$ cat src/rtl/alu_share_ctrl.sv
// Round-robin front end that time-shares one registered ALU among four requesters,
// issuing one enable pulse per accepted operation and returning the result by handshake.
module alu_share_ctrl #(
   parameter logic [2:0] ARITH_SEL = 3'b000,
   parameter int         N_REQ     = 4
) (
   input  logic                  clock,
   input  logic                  reset,
   input  logic [N_REQ-1:0]      req_valid,
   output logic [N_REQ-1:0]      req_ready,
   input  logic [32*N_REQ-1:0]   req_in1,
   input  logic [32*N_REQ-1:0]   req_in2,
   input  logic [3*N_REQ-1:0]    req_sel,
   input  logic [3*N_REQ-1:0]    req_op,
   output logic [N_REQ-1:0]      resp_valid,
   output logic [31:0]           resp_data,
   output logic                  resp_err,
   input  logic [N_REQ-1:0]      resp_ack,
   output logic                  alu_enable,
   output logic [31:0]           alu_in1,
   output logic [31:0]           alu_in2,
   output logic [2:0]            alu_opselect,
   output logic [2:0]            alu_operation,
   input  logic [31:0]           alu_out,
   output logic [15:0]           op_count
);

   typedef enum logic [1:0] {
      S_IDLE    = 2'd0,
      S_ISSUE   = 2'd1,
      S_CAPTURE = 2'd2,
      S_RESP    = 2'd3
   } state_t;

   state_t     r_state;
   logic [1:0] r_ptr;
   logic [1:0] r_idx;

   logic [31:0] w_in1 [N_REQ];
   logic [31:0] w_in2 [N_REQ];
   logic [2:0]  w_sel [N_REQ];
   logic [2:0]  w_op  [N_REQ];
   logic [1:0]  w_win;
   logic        w_any;
   logic [N_REQ-1:0] w_win_onehot;
   logic [N_REQ-1:0] w_idx_onehot;

   genvar gi;
   generate
      for (gi = 0; gi < N_REQ; gi++) begin : g_unpack
         assign w_in1[gi] = req_in1[32*gi +: 32];
         assign w_in2[gi] = req_in2[32*gi +: 32];
         assign w_sel[gi] = req_sel[3*gi +: 3];
         assign w_op[gi]  = req_op[3*gi +: 3];
      end
   endgenerate

   // Scan from the farthest slot back to ptr+1 so the nearest valid requester wins last.
   always_comb begin
      w_win = r_ptr;
      w_any = 1'b0;
      for (int k = N_REQ; k >= 1; k--) begin
         if (req_valid[r_ptr + 2'(k)]) begin
            w_win = r_ptr + 2'(k);
            w_any = 1'b1;
         end
      end
   end

   assign w_win_onehot = {{(N_REQ-1){1'b0}}, 1'b1} << w_win;
   assign w_idx_onehot = {{(N_REQ-1){1'b0}}, 1'b1} << r_idx;
   assign req_ready    = (r_state == S_IDLE && w_any && !reset) ? w_win_onehot : '0;

   always_ff @(posedge clock or posedge reset) begin
      if (reset) begin
         r_state       <= S_IDLE;
         r_ptr         <= 2'd3;
         r_idx         <= 2'd0;
         resp_valid    <= '0;
         resp_data     <= '0;
         resp_err      <= 1'b0;
         alu_enable    <= 1'b0;
         alu_in1       <= '0;
         alu_in2       <= '0;
         alu_opselect  <= ARITH_SEL;
         alu_operation <= '0;
         op_count      <= '0;
      end else begin
         case (r_state)
            S_IDLE: begin
               if (w_any) begin
                  r_ptr <= w_win;
                  r_idx <= w_win;
                  if (w_sel[w_win] == ARITH_SEL) begin
                     alu_enable    <= 1'b1;
                     alu_opselect  <= ARITH_SEL;
                     alu_in1       <= w_in1[w_win];
                     alu_in2       <= w_in2[w_win];
                     alu_operation <= w_op[w_win];
                     r_state       <= S_ISSUE;
                  end else begin
                     // Rejected requests never touch the ALU.
                     resp_valid <= w_win_onehot;
                     resp_err   <= 1'b1;
                     resp_data  <= '0;
                     r_state    <= S_RESP;
                  end
               end
            end
            S_ISSUE: begin
               alu_enable <= 1'b0;
               r_state    <= S_CAPTURE;
            end
            S_CAPTURE: begin
               resp_data  <= alu_out;
               resp_err   <= 1'b0;
               op_count   <= op_count + 16'd1;
               resp_valid <= w_idx_onehot;
               r_state    <= S_RESP;
            end
            S_RESP: begin
               if (resp_ack[r_idx]) begin
                  resp_valid <= '0;
                  r_state    <= S_IDLE;
               end
            end
            default: r_state <= S_IDLE;
         endcase
      end
   end

endmodule

$ cat config.mk
export PLATFORM = sky130hd
export DESIGN_NAME = alu_share_ctrl
export DESIGN_NICKNAME = d
export VERILOG_FILES = /design/src/rtl/alu_share_ctrl.sv
export SDC_FILE = /design/constraint.sdc
export NUM_CORES = 1
export LEC_CHECK = 0
export CORE_AREA = 2 2 173 175
export DETAILED_ROUTE_END_ITERATION = 7
export DIE_AREA = 0 0 175 177
export PLACE_DENSITY = 0.69
export SETUP_SLACK_MARGIN = 0.4
export SLEW_MARGIN = 20
export SYNTH_ARGS = -nofsm -noshare
export SYNTH_HDL_FRONTEND = slang
export SYNTH_SLANG_ARGS = --single-unit
$ cat constraint.sdc
create_clock -name clock -period 5.5 [get_ports clock]
set_input_delay 1.1 -clock clock [delete_from_list [all_inputs] [get_ports clock]]
set_output_delay 1.1 -clock clock [all_outputs]
set_load 0.005 [all_outputs]
==> flow_summary_export.csv, run 1 <==
group,metric,value,unit
status,status,"completed",
global_route,grt_usage,0.172,
critical_path,cpMostUsedCell,"clkdlybuf4s50_1",
critical_path,critPathArrivalTime,3.41,ns
critical_path,reg2reg_slack,2.19,ns
floorplan,dieArea,0.0310,mm²
min_path,hp-start,"alu_in2[11]$_DFFE_PP0P_",
detailed_routing,drt_first_pass_iters,5,
place,gp_congestion,0.853,
floorplan,fp.coreArea,0.0292,mm²
detailed_routing,wl_met2,13.2,mm
critical_path,slowest_delay,0.55,ns
timing,skew,0.0135,ns
final_layout,antenna_cells,0,
synth,syn_area,0.00723,mm²
cts,hold_buffers,0,
global_route,grt_pass1_wl,41.9,mm
final_layout,final_net_count,1487,
timing,rsz0062_at_grt,"false",
cts,clock-sinks,127,
synth,synth_cell_types,47,
cts,postCtsSetupRepairBufs,0,
detailed_routing,num_vias,7343,
detailed_routing,via_per_inst,4.70,
timing,worst_pin_slew,0.978,ns
critical_path,r2r-start,"r_ptr[1]$_DFFE_PP1N_",
final_layout,syn2layout_area_growth,74.0,%
detailed_routing,wl_met1,11.4,mm
floorplan,fp.dieW,175,µm
floorplan,initial_core_util,0.247,
detailed_routing,drc,0,
critical_path,rr_worst_depth,8,
cts,clk_pin_slew,0.07,ns
synth,synth_edf_count,0,
pwr,pwr-share-clk,0.188,
synth,synth_seq_cells,127,
synth,synth_cells,746,
final_layout,layout_commonest_cell,"clkdlybuf4s50_1",
synth,synth_flop_cell,"dfrtp_1",
timing,finalMaxSlewViolations,0,
critical_path,path_class,"in -> out",
cts,cts_tree,"yes",
floorplan,rows,63,
pwr,peakVddDrop,521,µV
synth,seq_area_frac_synth,0.440,
global_route,grt_max_degree,111,
cts,clkLatencyLatePin,0.41,ns
global_route,antenna_found_initial,0,
critical_path,cp-start-kind,"input port",
cts,clock_tree.buffer_depth,2,
critical_path,cpMaxStageDelayCell,"clkdlybuf4s50_1",
timing,finalCriticalPeriod,4.51,ns
detailed_routing,wl,27.1,mm
pwr,p_switching,2.32,mW
place,dpl.hpwl,20.1,mm
min_path,min_path_type,"reg -> reg",
pwr,internal_power,3.65,mW
timing,finalSetupTns,0,ns
synth,async_flop_share,1.00,
final_layout,mostFrequentLayoutCells,"446 x clkdlybuf4s50_1, 143 x nand2_1, 125 x dfrtp_1",
cts,cts_buffers,17,
cts,cts-resized-gates,0,
cts,htreeDepth,4,
min_path,min_to,"alu_in2[11]$_DFFE_PP0P_",
pwr,power.density,475,mW/mm²
detailed_routing,top_layer,"met4",
detailed_routing,antenna_left,0,
synth,avgSynthCellArea,9.69,µm²
final_layout,layout-drive-gt1-share,0.0914,
global_route,grt_overflow,0,
detailed_routing,wl_met3,1.96,mm
timing,hold_viol,0,
timing,slew_headroom,0.348,
critical_path,required,4.40,ns
pwr,switching_share,0.388,
critical_path,cp_cell_sequence,"clkdlybuf4s50_1, and3b_1, o31ai_4, nand3_1, nor4_1, clkdlybuf4s50_1",
critical_path,reg2reg_to,"alu_in2[18]$_DFFE_PP0P_",
pwr,power_frac_seq,0.268,
cts,clock-root-buffer,"clkbuf_16",
critical_path,cp-end-kind,"primary output",
min_path,hold_depth,1,
pwr,p_comb_frac,0.544,
timing,worst_hold_slack,0.487,ns
global_route,grt_pass1_vias,7639,
floorplan,die_y,177,µm
job,cap_viol_max_count,0,
timing,post-route-period-util,0.820,
timing,finalSetupViolCount,0,
timing,max_freq,222,MHz
pwr,power_leakage,5.08,nW
detailed_routing,routedWlPerCell,17.4,µm
detailed_routing,drt_iter0_drc,265,
place,numPortBuffers,446,
floorplan,ios,450,
critical_path,worstPathMaxFanout,13,
synth,synth_warnings,0,
## metrics by stage
step | instances | area (µm²) | setup WS [ns] | total power, mW | util
global route | 1561 | 12600 | 0.824 | 6.43 | 0.430
global placement | 1529 | 12000 | 1.14 | 4.82 | 0.410
floorplan | 748 | 7240 | 1.12 | 3.36 | -
detailed placement | 1529 | 12000 | 1.01 | 4.89 | 0.410
CTS | 1561 | 12600 | 0.977 | 6.07 | 0.430
finish | 1561 | 12600 | 0.989 | 5.97 | 0.430
## final cells by class
| type | instances | area, µm² |
|---|---|---|
| Sequential cell | 127 | 3180 |
| Inverter | 7 | 30.0 |
| Tap cell | 390 | 488 |
| Fill cell | 2792 | 16700 |
| Clock inverter | 15 | 170 |
| Clock buffer | 17 | 425 |
| Timing Repair Buffer | 456 | 4560 |
| Multi-Input combinational cell | 549 | 3720 |
## power by group through the flow
stage	clock network (mW)	registers [mW]	logic (mW)
final	1.12	1.60	3.25
after global routing	1.21	1.66	3.56
after CTS	1.17	1.60	3.29
after detailed placement	0	1.61	3.28
after global placement	0	1.60	3.22
after floorplan	0	1.60	1.75
## cells in the mapped netlist (8+ instances only)
cell type / number / area, µm²
clkbuf_1: 41 / 154
a31oi_1: 67 / 419
mux2_2: 53 / 597
nor2_1: 10 / 37.5
nand2_1: 144 / 541
o21ai_0: 8 / 40.0
dfrtp_1: 125 / 3130
mux2_1: 19 / 214
xnor2_1: 9 / 78.8
a22o_1: 32 / 280
and2_1: 66 / 413
buf_2: 14 / 70.1
a211oi_1: 67 / 503
## per-layer routing
metal | up-vias | GRT usage
met5 | - | 0
met4 | 0 | 0.0493
met3 | 35 | 0.0546
met2 | 288 | 0.294
met1 | 3517 | 0.208
li1 | 3503 | -
## logic make-up after synthesis
kind of cell / count (synthesis) / share of synthesized area
multiplexers: 77 / 0.121
AO/OA/AOI/OAI: 189 / 0.189
XOR/XNOR: 15 / 0.0182
other: 1 / 0.000519
buffers and inverters: 72 / 0.0476
adder cells (fa/ha/maj): 7 / 0.0121
AND/OR/NAND/NOR: 258 / 0.171
flip-flops: 127 / 0.440
## state kept, by name, summed over array words and instances (netlist names)
| signal | cells |
|---|---|
| alu_in2 | 32 |
| resp_valid | 4 |
| resp_err | 1 |
| r_idx | 2 |
| alu_in1 | 32 |
| resp_data | 32 |
| r_ptr | 2 |
| alu_operation | 3 |
| op_count | 16 |
| alu_enable | 1 |
| r_state | 2 |
## worst max-delay path by stage
stage	startpoint	end	slack (ns)	depth (start not counted)
2_1_floorplan	reset	req_ready[0]	1.12	3
3_3_place_gp	req_valid[3]	req_ready[0]	1.14	6
3_5_place_dp	req_valid[3]	req_ready[0]	1.01	6
4_1_cts	req_valid[3]	req_ready[0]	0.98	6
5_1_grt	req_valid[3]	req_ready[0]	0.82	6
6_report	req_valid[3]	req_ready[0]	0.99	6
## critical path, delay by kind of cell
kind	cells	cell delay [ns]
buf+inv	2	1.04
simple gates	3	0.72
compound gates	1	0.54
Power figures use the tool's default switching activity.
==> run 2: changes to the inputs <==
- clock period: 5.5 -> 4.1 ns (I/O delays scaled with it)
==> run 2 against run 1 <==
- highest routed layer unchanged
- critical endpoint is now req_ready[2]
- count of clock-buffer cells in the layout is the same
- combinational power grew 34%
- wire length shrank 0.54%
- total power grew 35%
- critical path type unchanged
- largest power group unchanged
- flip-flop and latch count is the same
- global-route usage shrank 0.30 points
==> flow_summary_export.csv, run 2 (synthesis gave the netlist of run 1 again) <==
group,metric,value,unit
status,status,"completed",
timing,finalMaxSlewViolations,0,
final_layout,reg_top3,"alu_in1: 32 flops, alu_in2: 32 flops, resp_data: 32 flops",
global_route,antenna_found_initial,0,
final_layout,antenna_cells,0,
cts,cts_tree,"yes",
global_route,grt_usage,0.169,
floorplan,die_y,177,µm
critical_path,required,3.28,ns
critical_path,critPathArrivalTime,2.77,ns
final_layout,layout-drive-gt1-share,0.0967,
place,gp_congestion,0.867,
floorplan,ios,450,
timing,setup_slack,0.510,ns
floorplan,fp.coreArea,0.0292,mm²
detailed_routing,num_vias,7220,
detailed_routing,wl,27.0,mm
cts,cts_buffers,17,
global_route,grt_overflow,0,
pwr,power.density,636,mW/mm²
detailed_routing,drt_first_pass_iters,4,
critical_path,cpMaxStageDelayCell,"clkdlybuf4s50_1",
critical_path,slowest_delay,0.56,ns
final_layout,syn2layout_area_growth,75.3,%
timing,post-route-period-util,0.876,
final_layout,final_area,0.0127,mm²
place,dpl.hpwl,20.1,mm
detailed_routing,drc,0,
detailed_routing,via_per_inst,4.60,
floorplan,dieArea,0.0310,mm²
cts,clock-root-buffer,"clkbuf_16",
cts,clock_tree.buffer_depth,2,
timing,max_freq,279,MHz
critical_path,worstPathMaxFanout,5,
final_layout,final_net_count,1495,
floorplan,rows,63,
timing,slew_headroom,0.301,
timing,rsz0062_at_grt,"false",
place,numPortBuffers,446,
critical_path,cp_cell_sequence,"clkdlybuf4s50_1, nand2b_1, a21oi_1, nor3_2, buf_4, nand2_1, nor3_1, clkdlybuf4s50_1",
pwr,finalPower,8.06,mW
min_path,hp-start,"alu_operation[1]$_DFFE_PP0P_",
critical_path,r2r-start,"r_ptr[1]$_DFFE_PP1N_",
critical_path,path_class,"in -> out",
job,cap_viol_max_count,0,
detailed_routing,routedWlPerCell,17.2,µm
cts,clkLatencyLatePin,0.41,ns
timing,finalSetupTns,0,ns
pwr,peakVddDrop,777,µV
detailed_routing,antenna_left,0,
global_route,grt_max_degree,138,
place,dp_worst_setup_slack,0.231,ns
floorplan,initial_core_util,0.247,
timing,skew,0.0106,ns
detailed_routing,drt_iter0_drc,357,
place,place_area,0.0120,mm²
timing,finalSetupViolCount,0,
global_route,grt_pass1_vias,7298,
critical_path,cp-end-kind,"primary output",
critical_path,cpMostUsedCell,"clkdlybuf4s50_1",
final_layout,nFillCells,2835,
critical_path,cp-start-kind,"input port",
pwr,power_leakage,5.14,nW
cts,clock-sinks,127,
global_route,grt_pass1_wl,41.0,mm
timing,hold_viol,0,
floorplan,fp.dieW,175,µm
cts,clk_pin_slew,0.07,ns
timing,finalCriticalPeriod,3.59,ns
cts,cts-resized-gates,0,
cts,htreeDepth,4,
final_layout,layout_commonest_cell,"clkdlybuf4s50_1",
critical_path,startpoint,"req_valid[2]",
timing,worst_pin_slew,1.05,ns
final_layout,mostFrequentLayoutCells,"446 x clkdlybuf4s50_1, 144 x nand2_1, 125 x dfrtp_1",
min_path,min_path_type,"reg -> reg",
run 2: power breakdown:
group / total, mW / switching [mW] / internal, mW
clock network: 1.55 / 0.715 / 0.831
logic: 4.37 / 2.05 / 2.32
registers: 2.15 / 0.334 / 1.81
run 2: final cells by class:
| class | instances | area, µm² | share of cell area |
|---|---|---|---|
| repair buffers | 464 | 4640 | 0.366 |
| well taps | 390 | 488 | 0.0385 |
| flip-flops and latches | 127 | 3180 | 0.251 |
| clock buffers | 17 | 425 | 0.0336 |
| multi-input cells | 549 | 3720 | 0.294 |
| inverters | 7 | 30.0 | 0.00237 |
| clock inverters | 15 | 191 | 0.0151 |
run 2: worst max-delay path: cells and delay by family:
kind / cells / cell delay [ns]
buffers and inverters: 3 / 1.30
AND/OR/NAND/NOR: 4 / 0.55
AO/OA/AOI/OAI: 1 / 0.09
run 2: metal layers:
metal / vias up / share of wire / GRT usage / wire length (µm)
met1: 3418 / 0.43 / 0.205 / 11500
met2: 263 / 0.49 / 0.292 / 13200
li1: 3513 / - / - / -
met5: - / 0 / 0 / 0
met3: 26 / 0.066 / 0.0473 / 1780
met4: 0 / 0.019 / 0.0483 / 505
run 2: timing repair:
action,CTS,global route
endpoints found under the setup margin,2,0
buffers inserted,1,0
hold buffers,0,0
run 2: final timing paths:
| path | end | slack, ns | depth (start not counted) |
|---|---|---|---|
| setup / recovery | req_ready[2] | 0.51 | 8 |
| hold / removal | alu_operation[1]$_DFFE_PP0P_ | 0.49 | 1 |
| setup reg to reg | alu_in1[14]$_DFFE_PP0P_ | 1.27 | 7 |
| hold reg to reg | alu_operation[1]$_DFFE_PP0P_ | 0.49 | 1 |
| max in group asynchronous | r_state[0]$_DFFE_PP0P_ | 1.61 | 4 |
| min in group asynchronous | alu_operation[0]$_DFFE_PP0P_ | 1.04 | 3 |
run 2: through the flow:
step	std cells	hold WS [ns]	utilization
finish	1569	0.488	0.433
floorplan	748	0.468	-
global route	1569	0.504	0.433
CTS	1569	0.491	0.433
detailed placement	1536	0.476	0.412
global placement	1536	0.463	0.412
